<file path="src/rtl/pwm_mixer_pkg.sv">
`default_nettype none
// ============================================================================
// Module      : pwm_mixer_pkg
// Description : Shared definitions for the N-channel encoder-to-PWM mixer.
//               Holds the quadrature state codes ({a,b}), the direction
//               encoding produced by the decoder, a transition classifier and
//               a saturating step function.
// Revision    : 1.0 - initial release
// ============================================================================
package pwm_mixer_pkg;

    // Quadrature states, encoded as {a, b}
    localparam logic [1:0] Q00 = 2'b00;
    localparam logic [1:0] Q01 = 2'b01;
    localparam logic [1:0] Q11 = 2'b11;
    localparam logic [1:0] Q10 = 2'b10;

    // Decoder direction encoding
    localparam logic [1:0] DIR_NONE = 2'd0;
    localparam logic [1:0] DIR_UP   = 2'd1;
    localparam logic [1:0] DIR_DOWN = 2'd2;

    // Classifies one {a,b} transition. No change and double-bit changes
    // (which carry no direction information) both return DIR_NONE.
    function automatic logic [1:0] quad_dir(input logic [1:0] prev,
                                            input logic [1:0] cur);
        logic [1:0] dir;
        dir = DIR_NONE;
        case ({prev, cur})
            {Q00, Q01}, {Q01, Q11}, {Q11, Q10}, {Q10, Q00}: dir = DIR_UP;
            {Q00, Q10}, {Q10, Q11}, {Q11, Q01}, {Q01, Q00}: dir = DIR_DOWN;
            default:                                        dir = DIR_NONE;
        endcase
        return dir;
    endfunction

    // Saturating step of a width-bit level. Comparisons are arranged so the
    // intermediate values never overflow: the level clamps instead of wrapping.
    function automatic logic [31:0] sat_step(input logic [31:0] level,
                                             input logic [31:0] step,
                                             input int          width,
                                             input logic [1:0]  dir);
        logic [31:0] max_v;
        logic [31:0] res;
        max_v = (32'd1 << width) - 32'd1;
        res   = level;
        case (dir)
            DIR_UP:   res = (level > (max_v - step)) ? max_v : (level + step);
            DIR_DOWN: res = (level < step) ? 32'd0 : (level - step);
            default:  res = level;
        endcase
        return res;
    endfunction

endpackage
`default_nettype wire

</file>
<file path="src/rtl/mixer_channel.sv">
`default_nettype none
// ============================================================================
// Module      : mixer_channel
// Description : One mixer channel: debounces both encoder lines, decodes
//               quadrature transitions into a saturating level, and drives a
//               registered PWM output from a duty register that reloads only
//               when the supplied phase reaches its maximum.
// Ports       : clk, reset (async, active-high)
//               i_enc_a, i_enc_b  raw encoder lines
//               i_phase           this channel's PWM phase
//               o_pwm             registered PWM output
//               o_level           current level
// Revision    : 1.0 - initial release
// ============================================================================
module mixer_channel
    import pwm_mixer_pkg::*;
#(
    parameter int WIDTH    = 8,
    parameter int HIST_LEN = 8,
    parameter int STEP     = 1
) (
    input  logic             clk,
    input  logic             reset,
    input  logic             i_enc_a,
    input  logic             i_enc_b,
    input  logic [WIDTH-1:0] i_phase,
    output logic             o_pwm,
    output logic [WIDTH-1:0] o_level
);

    localparam logic [WIDTH-1:0] c_phase_max = '1;

    // Index 1 is line A, index 0 is line B, so r_deb reads directly as {a,b}.
    logic [1:0]                 w_raw;
    logic [1:0][HIST_LEN-1:0]   r_hist;
    logic [1:0]                 r_deb;
    logic [1:0]                 r_prev;
    logic [1:0]                 w_dir;
    logic [WIDTH-1:0]           r_level;
    logic [WIDTH-1:0]           w_level_next;
    logic [WIDTH-1:0]           r_duty;
    logic                       r_pwm;

    assign w_raw = {i_enc_a, i_enc_b};

    // Debounce: the output only moves once the whole history agrees, so a
    // raw pulse shorter than HIST_LEN samples is invisible downstream.
    always_ff @(posedge clk or posedge reset) begin
        if (reset) begin
            r_hist <= '0;
            r_deb  <= '0;
        end else begin
            for (int j = 0; j < 2; j++) begin
                r_hist[j] <= {r_hist[j][HIST_LEN-2:0], w_raw[j]};
                if (&r_hist[j]) begin
                    r_deb[j] <= 1'b1;
                end else if (~|r_hist[j]) begin
                    r_deb[j] <= 1'b0;
                end
            end
        end
    end

    assign w_dir        = quad_dir(r_prev, r_deb);
    assign w_level_next = WIDTH'(sat_step(32'(r_level), 32'(STEP), WIDTH, w_dir));

    // The previous state always tracks the debounced lines, including across
    // an ignored double-bit change, so decoding resynchronises immediately.
    always_ff @(posedge clk or posedge reset) begin
        if (reset) begin
            r_prev  <= Q00;
            r_level <= '0;
            r_duty  <= '0;
            r_pwm   <= 1'b0;
        end else begin
            r_prev  <= r_deb;
            r_level <= w_level_next;
            // Reload only at the period boundary so a running period is
            // never reshaped by a mid-period level change.
            if (i_phase == c_phase_max) begin
                r_duty <= r_level;
            end
            r_pwm <= (i_phase < r_duty);
        end
    end

    assign o_pwm   = r_pwm;
    assign o_level = r_level;

endmodule
`default_nettype wire

</file>
<file path="src/rtl/pwm_mixer_n.sv">
`default_nettype none
// ============================================================================
// Module      : pwm_mixer_n
// Description : N-channel quadrature-encoder to PWM mixer. Holds the shared
//               free-running PWM counter, the optional per-channel phase
//               stagger and one mixer_channel per channel.
//               Build option: define PWM_MIXER_STAGGER_EN to offset channel i
//               by i*(2^WIDTH/CHANNELS) counts, spreading rising edges over
//               the period. Undefined: all channels use the raw counter.
// Ports       : clk, reset (async, active-high)
//               enc_a, enc_b  [CHANNELS]        raw encoder lines
//               pwm_out       [CHANNELS]        registered PWM outputs
//               level_out     [CHANNELS*WIDTH]  level of channel i at
//                                               [i*WIDTH +: WIDTH]
// Revision    : 1.0 - initial release
// ============================================================================
module pwm_mixer_n
    import pwm_mixer_pkg::*;
#(
    parameter int CHANNELS = 3,
    parameter int WIDTH    = 8,
    parameter int HIST_LEN = 8,
    parameter int STEP     = 1
) (
    input  logic                      clk,
    input  logic                      reset,
    input  logic [CHANNELS-1:0]       enc_a,
    input  logic [CHANNELS-1:0]       enc_b,
    output logic [CHANNELS-1:0]       pwm_out,
    output logic [CHANNELS*WIDTH-1:0] level_out
);

    logic [WIDTH-1:0] r_counter;

    always_ff @(posedge clk or posedge reset) begin
        if (reset) begin
            r_counter <= '0;
        end else begin
            r_counter <= r_counter + WIDTH'(1);
        end
    end

`ifdef PWM_MIXER_STAGGER_EN
    localparam int c_stagger = (1 << WIDTH) / CHANNELS;
`endif

    for (genvar i = 0; i < CHANNELS; i++) begin : g_channel
        logic [WIDTH-1:0] w_phase;

`ifdef PWM_MIXER_STAGGER_EN
        // Modulo wrap comes for free from the WIDTH-bit addition.
        assign w_phase = r_counter + WIDTH'(i * c_stagger);
`else
        assign w_phase = r_counter;
`endif

        mixer_channel #(
            .WIDTH    (WIDTH),
            .HIST_LEN (HIST_LEN),
            .STEP     (STEP)
        ) u_channel (
            .clk      (clk),
            .reset    (reset),
            .i_enc_a  (enc_a[i]),
            .i_enc_b  (enc_b[i]),
            .i_phase  (w_phase),
            .o_pwm    (pwm_out[i]),
            .o_level  (level_out[i*WIDTH +: WIDTH])
        );
    end

endmodule
`default_nettype wire

</file>
<file path="config.mk">
export PLATFORM = sky130hd
export DESIGN_NAME = pwm_mixer_n
export DESIGN_NICKNAME = d
export VERILOG_FILES = /design/src/rtl/pwm_mixer_pkg.sv /design/src/rtl/mixer_channel.sv /design/src/rtl/pwm_mixer_n.sv
export SDC_FILE = /design/constraint.sdc
export NUM_CORES = 1
export LEC_CHECK = 0
export ABC_AREA = 0
export BUFFER_PORTS_ARGS = -buffer_cell sky130_fd_sc_hd__buf_2
export CORE_ASPECT_RATIO = 0.9
export CORE_MARGIN = 2
export CORE_UTILIZATION = 30
export CTS_CLUSTER_SIZE = 16
export DETAILED_ROUTE_END_ITERATION = 10
export GPL_TIMING_DRIVEN = 0
export MAX_ROUTING_LAYER = met4
export PLACE_DENSITY = 0.46
export SLEW_MARGIN = 25
export SYNTH_ARGS = -nofsm -noshare
export SYNTH_HDL_FRONTEND = slang
export SYNTH_SLANG_ARGS = --single-unit
</file>
<file path="constraint.sdc">
create_clock -name clk -period 3.4 [get_ports clk]
set_input_delay 0.17 -clock clk [delete_from_list [all_inputs] [get_ports clk]]
set_output_delay 0.17 -clock clk [all_outputs]
set_load 0.02 [all_outputs]
</file>
# Word level (Yosys, flattened, before mapping)
# Memory sizes are Yosys's and may differ from the RTL's.
# Cells that the tools add are included.
dict set report word_totals {
  mem_bits_ro 96
  mem_count 3
  register_bits 119
  in_bits 8
}
dict set report op_classes {
  n_eq_ne 13
  add_sub_neg 7
  mux 21
  reduce_logical 15
  order_cmp 9
}
# memory words width rd rd_clocked_by_memory_dff write_ports line
set memory_table {}
lappend memory_table {{(no name shown)} 16 2 1 0 0 pwm_mixer_pkg.sv:29} ;# case ({prev, cur})
lappend memory_table {{(no name shown)} 16 2 1 0 0 pwm_mixer_pkg.sv:29}
lappend memory_table {{(no name shown)} 16 2 1 0 0 pwm_mixer_pkg.sv:29}
# op count
set op_table {}
lappend op_table {{8-bit two-way mux} 6}
lappend op_table {{8-bit one-hot mux with 2 select lines} 3}
lappend op_table {{8-bit AND reduction} 6}
lappend op_table {{8-bit OR reduction} 6}
lappend op_table {{8-bit by 1-bit adder with 8-bit output, second input constant} 4}
lappend op_table {{8-bit greater-than comparator, second input constant} 3}
lappend op_table {{8-bit by 1-bit < comparator with 1-bit output, second input constant} 3}
lappend op_table {{8-bit < comparator} 3}
lappend op_table {{8-bit by 1-bit subtractor with 8-bit output, second input constant} 3}
lappend op_table {{1-bit two-way mux} 12}
lappend op_table {{2-bit by 1-bit != test with 1-bit output, second input constant} 6}
lappend op_table {{8-bit equality test, second input constant} 1}
lappend op_table {{2-bit by 1-bit equality test with 1-bit output, second input constant} 3}
lappend op_table {{2-bit equality test, second input constant} 3}
lappend op_table {{2-bit nonzero test} 3}

# Depth between registers and ports, before layout
dict set report depth {
  word_depth 3
  depth_mapped 8
  depth_no_buf 7
}

# By module
# From an unflattened synthesis, not the netlist that was laid out.
dict set report unflattened {
  hier_cells 574
  area_unflattened_um2 6082.1
}
# module seq_area_each_um2 area_per_inst_um2 cells_each n_inst
set by_module_without_submodules {}
lappend by_module_without_submodules {mixer_channel 925.9 1920.6 183 3}
lappend by_module_without_submodules {pwm_mixer_n 200.2 320.3 25 1}

# Least setup slack after synthesis
# OpenSTA, ideal clock, no wires.
dict set report synth_timing {
  kind {register to register}
  from {reg g_channel[2].u_channel.r_level[0]}
  to {reg g_channel[2].u_channel.r_level[5]}
  path_stages_with_launch 7
  t_arrival_ns 1.941
  setup_time_ns 0.137
  setup_slack_ns 1.321
  n_path_buf 0
  required_time_ns 3.263
  path_cell_list {dfrtp_1 > inv_1 > ha_1 > nor4b_1 > a21oi_1 > a2111oi_0 > nor3_1}
}
dict set report synth_between {
  elab_chain_cells 3
  elab_cells_between_ends 7
  cone_classes {add/sub (2); order compare (2); mux (3)}
}
# element line
set synth_rtl {}
lappend synth_rtl {{start: declaration} mixer_channel.sv:39} ;# logic [WIDTH-1:0] r_level;
lappend synth_rtl {{start signal: assignment} mixer_channel.sv:77} ;# r_level <= w_level_next;
lappend synth_rtl {{8-bit by 1-bit subtractor with 8-bit output, or another cell as far along} pwm_mixer_pkg.sv:49} ;# DIR_DOWN: res = (level < step) ? 32'd0 : (level - step);
lappend synth_rtl {{8-bit two-way mux (on tied branches)} {pwm_mixer_pkg.sv:49, pwm_mixer_pkg.sv:48}}
lappend synth_rtl {{8-bit one-hot mux with 2 select lines (*)} pwm_mixer_pkg.sv:47} ;# case (dir)
# Every way passes the cells marked *; elsewhere a longest branch is shown, timed or not.
# A chain may end at the register's enable or synchronous reset.

# Final worst setup path
dict set report layout_timing {
  from {reg g_channel[0].u_channel.r_deb[0]}
  to {reg g_channel[0].u_channel.r_level[5]}
}
dict set report layout_between {
  elab_chain_cells 3
  elab_cells_between_ends 5
  cone_classes {eq/ne (2); mux (1); reduce/logical (1); memory (1)}
}
# element line
set layout_rtl {}
lappend layout_rtl {{start: declaration} mixer_channel.sv:36} ;# logic [1:0] r_deb;
lappend layout_rtl {{start signal: assignment} mixer_channel.sv:51} ;# r_deb <= '0;
lappend layout_rtl {{start signal: indexed assignment} mixer_channel.sv:56} ;# r_deb[j] <= 1'b1;
lappend layout_rtl {{start signal: indexed assignment} mixer_channel.sv:58} ;# r_deb[j] <= 1'b0;
lappend layout_rtl {{memory 16 x 2 bit (*)} -}
lappend layout_rtl {{2-bit equality test or 2-bit by 1-bit equality test with 1-bit output (tied branches)} pwm_mixer_pkg.sv:47}
lappend layout_rtl {{8-bit one-hot mux with 2 select lines or 2-bit nonzero test (tied branches)} -}
lappend layout_rtl {{end signal: assignment} mixer_channel.sv:77}
lappend layout_rtl {{end: declaration} mixer_channel.sv:39}
# Marks and branches as above.

==> results.yml <==
global_route:
  grt_pass1_vias: 4298
  grt_pass1_wl_um: 21660
  grt_antenna_before_repair: 0
  grt_max_degree: 102
  grt_use_total_pct: 13.89
  overflow: 0
die:
  chipHeight_um: 135.9
  die_area_mm2: 0.02047
  io_pins: 35
  die_w_um: 150.6
  num_rows: 48
  fp.coreArea_mm2: 0.01910
  initial_core_util_pct: 30.39
yosys:
  ys_ff_latch: 119
  yosysTopAreaCellShare_pct: 51.32
  synth_ff_type: "dfrtp_1"
  synthTopCellsByArea: "dfrtp_1, ha_1, mux2i_1, nand3_1, inv_1"
  yosys_warnings: 0
  synth_largest_area_cell: "dfrtp_1"
  avgSynthCellArea_um2: 10.63
  async_flop_share_pct: 100.0
  synth-edff-count: 0
  yosysSeqAreaShare_pct: 51.32
  postSynthCellCount: 546
  synth.distinct_cells: 60
  syn-num-nets: 588
  syn_area_mm2: 0.005803
run:
  cap_violations: 0
sta:
  finalCriticalPeriod_ps: 2620
  tns_ps: 0
  clock.fmax_mhz: 381.6
  hold_violations: 0
  worst_slew_pin_slew_ps: 837.6
  hold_slack_ps: 232.6
  post-route-period-util_pct: 77.07
  rsz0062_at_grt: "no"
  setup_viol: 0
  slew_viol_final: 0
  fin_skew_ps: 5.036
  maxSlewHeadroom_pct: 44.04
finish:
  num_antenna_cells: 0
  fill_cells: 1899
  areaGrowthSynthToFinish_pct: 20.70
  multi_input_area_mm2: 0.002536
  seq_area_mm2: 0.002978
  final_layout_size_suffix_gt1_share_pct: 15.48
  nets: 649
  final_core_util_pct: 36.67
setup_path:
  slowest_delay_ps: 460
  path_cells: "xor2_1 > nor2_1 > ha_1 > clkbuf_1 > clkinv_1 > a21oi_1 > a21oi_1 > a221oi_1"
  crit_path_frequent_cell: "a21oi_1"
  crit_fanout: 10
  worstSetupPathType: "reg -> reg"
  critPathBufInv: 2
  critPathLaunchType: "register"
  crit_family: "compound AO/OA/AOI/OAI gates"
  cp_slowest_cell: "a21oi_1"
  cp.arrival_ps: 2930
  end_kind: "register"
  worstPathRequired_ps: 3710
placed_design:
  place_hpwl_um: 8573
  port-buffer-count: 34
  globalplace.congestion: 0.8475
power:
  clkPwrFrac_pct: 38.7
  power_density_mw_per_mm2: 680.0
  p_seq_share_pct: 36.2
  p_leak_nw: 3.081
  irDropWorstVdd_uv: 341.3
  p_int_w: 0.003174
  comb_power_share_pct: 25.0
  switching_share_pct: 33.35
  finalPower_w: 0.004763
  p_switching_w: 0.001589
outcome:
  status: "finished clean"
cts:
  clk_latency_ps: 410
  postCtsHoldBufs: 7
  cts_resized: 0
  cts_num_sinks: 119
  tritoncts: "built"
  htreeDepth: 4
  numCtsBuffers: 17
  path_clk_slew_ps: 60
  post-cts-setup-buffers: 0
  cts_root_buf: "clkbuf_16"
  clk_path_buf_depth: 2
route:
  drcViolationCount: 0
  dr.first_iter.drc_count: 327
  wl_per_cell_um: 14.59
  detail-route-antenna-nets: 0
  num_vias: 4310
  finalWirelength_um: 12700
  avgViaCountPerCell: 4.954
  dr.pass1.iters: 4
worst_hold_path:
  hp-class: "in -> async"
-- metrics by stage --
step / area, µm² / instances / worst slack [ps]
floorplan: 5803 / 546 / 72.53
global placement: 6286 / 830 / -1341
detailed placement: 6321 / 831 / 827.5
CTS: 7004 / 870 / 813.2
global route: 7004 / 870 / 527.3
finish: 7004 / 870 / 779.7
-- cell type report --
| type | instances | share of cell area [%] |
|---|---|---|
| buffer | 29 | 1.876 |
| clock buffer | 18 | 6.270 |
| clock inverter | 14 | 2.483 |
| inverter | 42 | 2.358 |
| multi-input combinational | 356 | 36.21 |
| sequential | 119 | 42.52 |
| tap | 250 | 4.466 |
| timing repair buffer | 42 | 3.823 |
-- tightest hold or removal path: stages --
cell	delay [ps]
dlygate4sd3_1	530
buf_2	150
inv_8	140
-- cell usage after synthesis (all sizes together) (3+ instances only) --
master / n
a31oi: 8
and4: 4
nor2b: 4
o31ai: 5
nand3: 33
a21o: 9
nand2b: 5
or3: 5
o41ai: 6
inv: 41
o21ai: 15
ha: 34
xor2: 4
nor3: 11
or4: 7
nor3b: 4
a221oi: 3
mux2: 13
buf: 9
nor4: 3
dfrtp: 119
nand4: 13
clkbuf: 20
mux2i: 17
and3: 6
xnor2: 14
a2111oi: 3
nor2: 35
a21oi: 29
a211oi: 10
nand2: 22
-- state kept, by name, indices dropped and copies added, names as in the netlist --
register / count
g_channel.u_channel.r_hist: 48
g_channel.u_channel.r_deb: 6
g_channel.u_channel.r_duty: 24
g_channel.w_phase: 8
g_channel.u_channel.r_prev: 6
g_channel.u_channel.o_level: 24
g_channel.u_channel.o_pwm: 3
-- cells by family after synthesis --
family | count (synthesis) | share of synthesized area [%]
muxes | 30 | 5.455
AOI/OAI and AO/OA | 113 | 13.30
DFF | 119 | 51.32
adders and majority gates | 34 | 7.331
xor gates and xnor gates | 18 | 2.717
buffers and inverters | 71 | 4.980
and+or+nand+nor | 161 | 14.90
-- metal layers --
metal,wire length (µm),vias to the layer above,GRT usage [%]
met3,577,10,4.195
met1,6333,2109,18.57
met4,149,0,4.361
li1,-,2116,-
met5,0,-,-
met2,5635,75,20.25
-- path summary, 6_finish.rpt --
path / from / to / slack [ps] / depth (start not counted)
max in group asynchronous: reset / g_channel[0].u_channel.o_level[4] / 2460 / 4
worst max register to register: g_channel[0].u_channel.r_deb[0] / g_channel[0].u_channel.o_level[5] / 780 / 8
worst max-delay path: g_channel[0].u_channel.r_deb[0] / g_channel[0].u_channel.o_level[5] / 780 / 8
min in group clk: g_channel[0].u_channel.r_hist[13] / g_channel[0].u_channel.r_hist[14] / 360 / 0
worst min register to register: g_channel[0].u_channel.r_hist[13] / g_channel[0].u_channel.r_hist[14] / 360 / 0
worst min-delay path: reset / g_channel[1].u_channel.o_level[2] / 230 / 3
-- power groups by stage --
stage	combinational (W)	clock (W)	sequential [W]
2_1_floorplan	0.000749	0	0.00183
4_1_cts	0.00120	0.00190	0.00172
6_report	0.00119	0.00184	0.00173
3_5_place_dp	0.00119	0	0.00175
5_1_grt	0.00132	0.00197	0.00175
3_3_place_gp	0.00117	0	0.00175
-- layout by cell type (no fill, tap or decap), types with 3 or more instances in the layout --
| cell | n |
|---|---|
| a2111oi_0 | 3 |
| mux2_2 | 13 |
| inv_1 | 40 |
| a221oi_1 | 3 |
| o41ai_1 | 6 |
| inv_6 | 3 |
| a21oi_1 | 29 |
| nor4_1 | 3 |
| bufinv_16 | 3 |
| nor3_1 | 11 |
| dfrtp_1 | 119 |
| a21o_1 | 9 |
| nand3_1 | 33 |
| dlygate4sd3_1 | 7 |
| nand2b_1 | 5 |
| and4_1 | 4 |
| xnor2_1 | 14 |
| or3_1 | 5 |
| nor2b_1 | 4 |
| and3_1 | 6 |
| o21ai_0 | 15 |
| clkinv_2 | 3 |
| clkbuf_16 | 17 |
| nand2_1 | 22 |
| a211oi_1 | 10 |
| mux2i_1 | 17 |
| nor2_1 | 35 |
| ha_1 | 34 |
| or4_1 | 6 |
| o31ai_1 | 5 |
| nand4_1 | 13 |
| clkbuf_1 | 20 |
| clkinv_4 | 4 |
| buf_4 | 3 |
| a31oi_1 | 8 |
| xor2_1 | 4 |
| buf_2 | 37 |
| nor3b_1 | 4 |
Note: power is estimated with default switching activity, not from simulation.
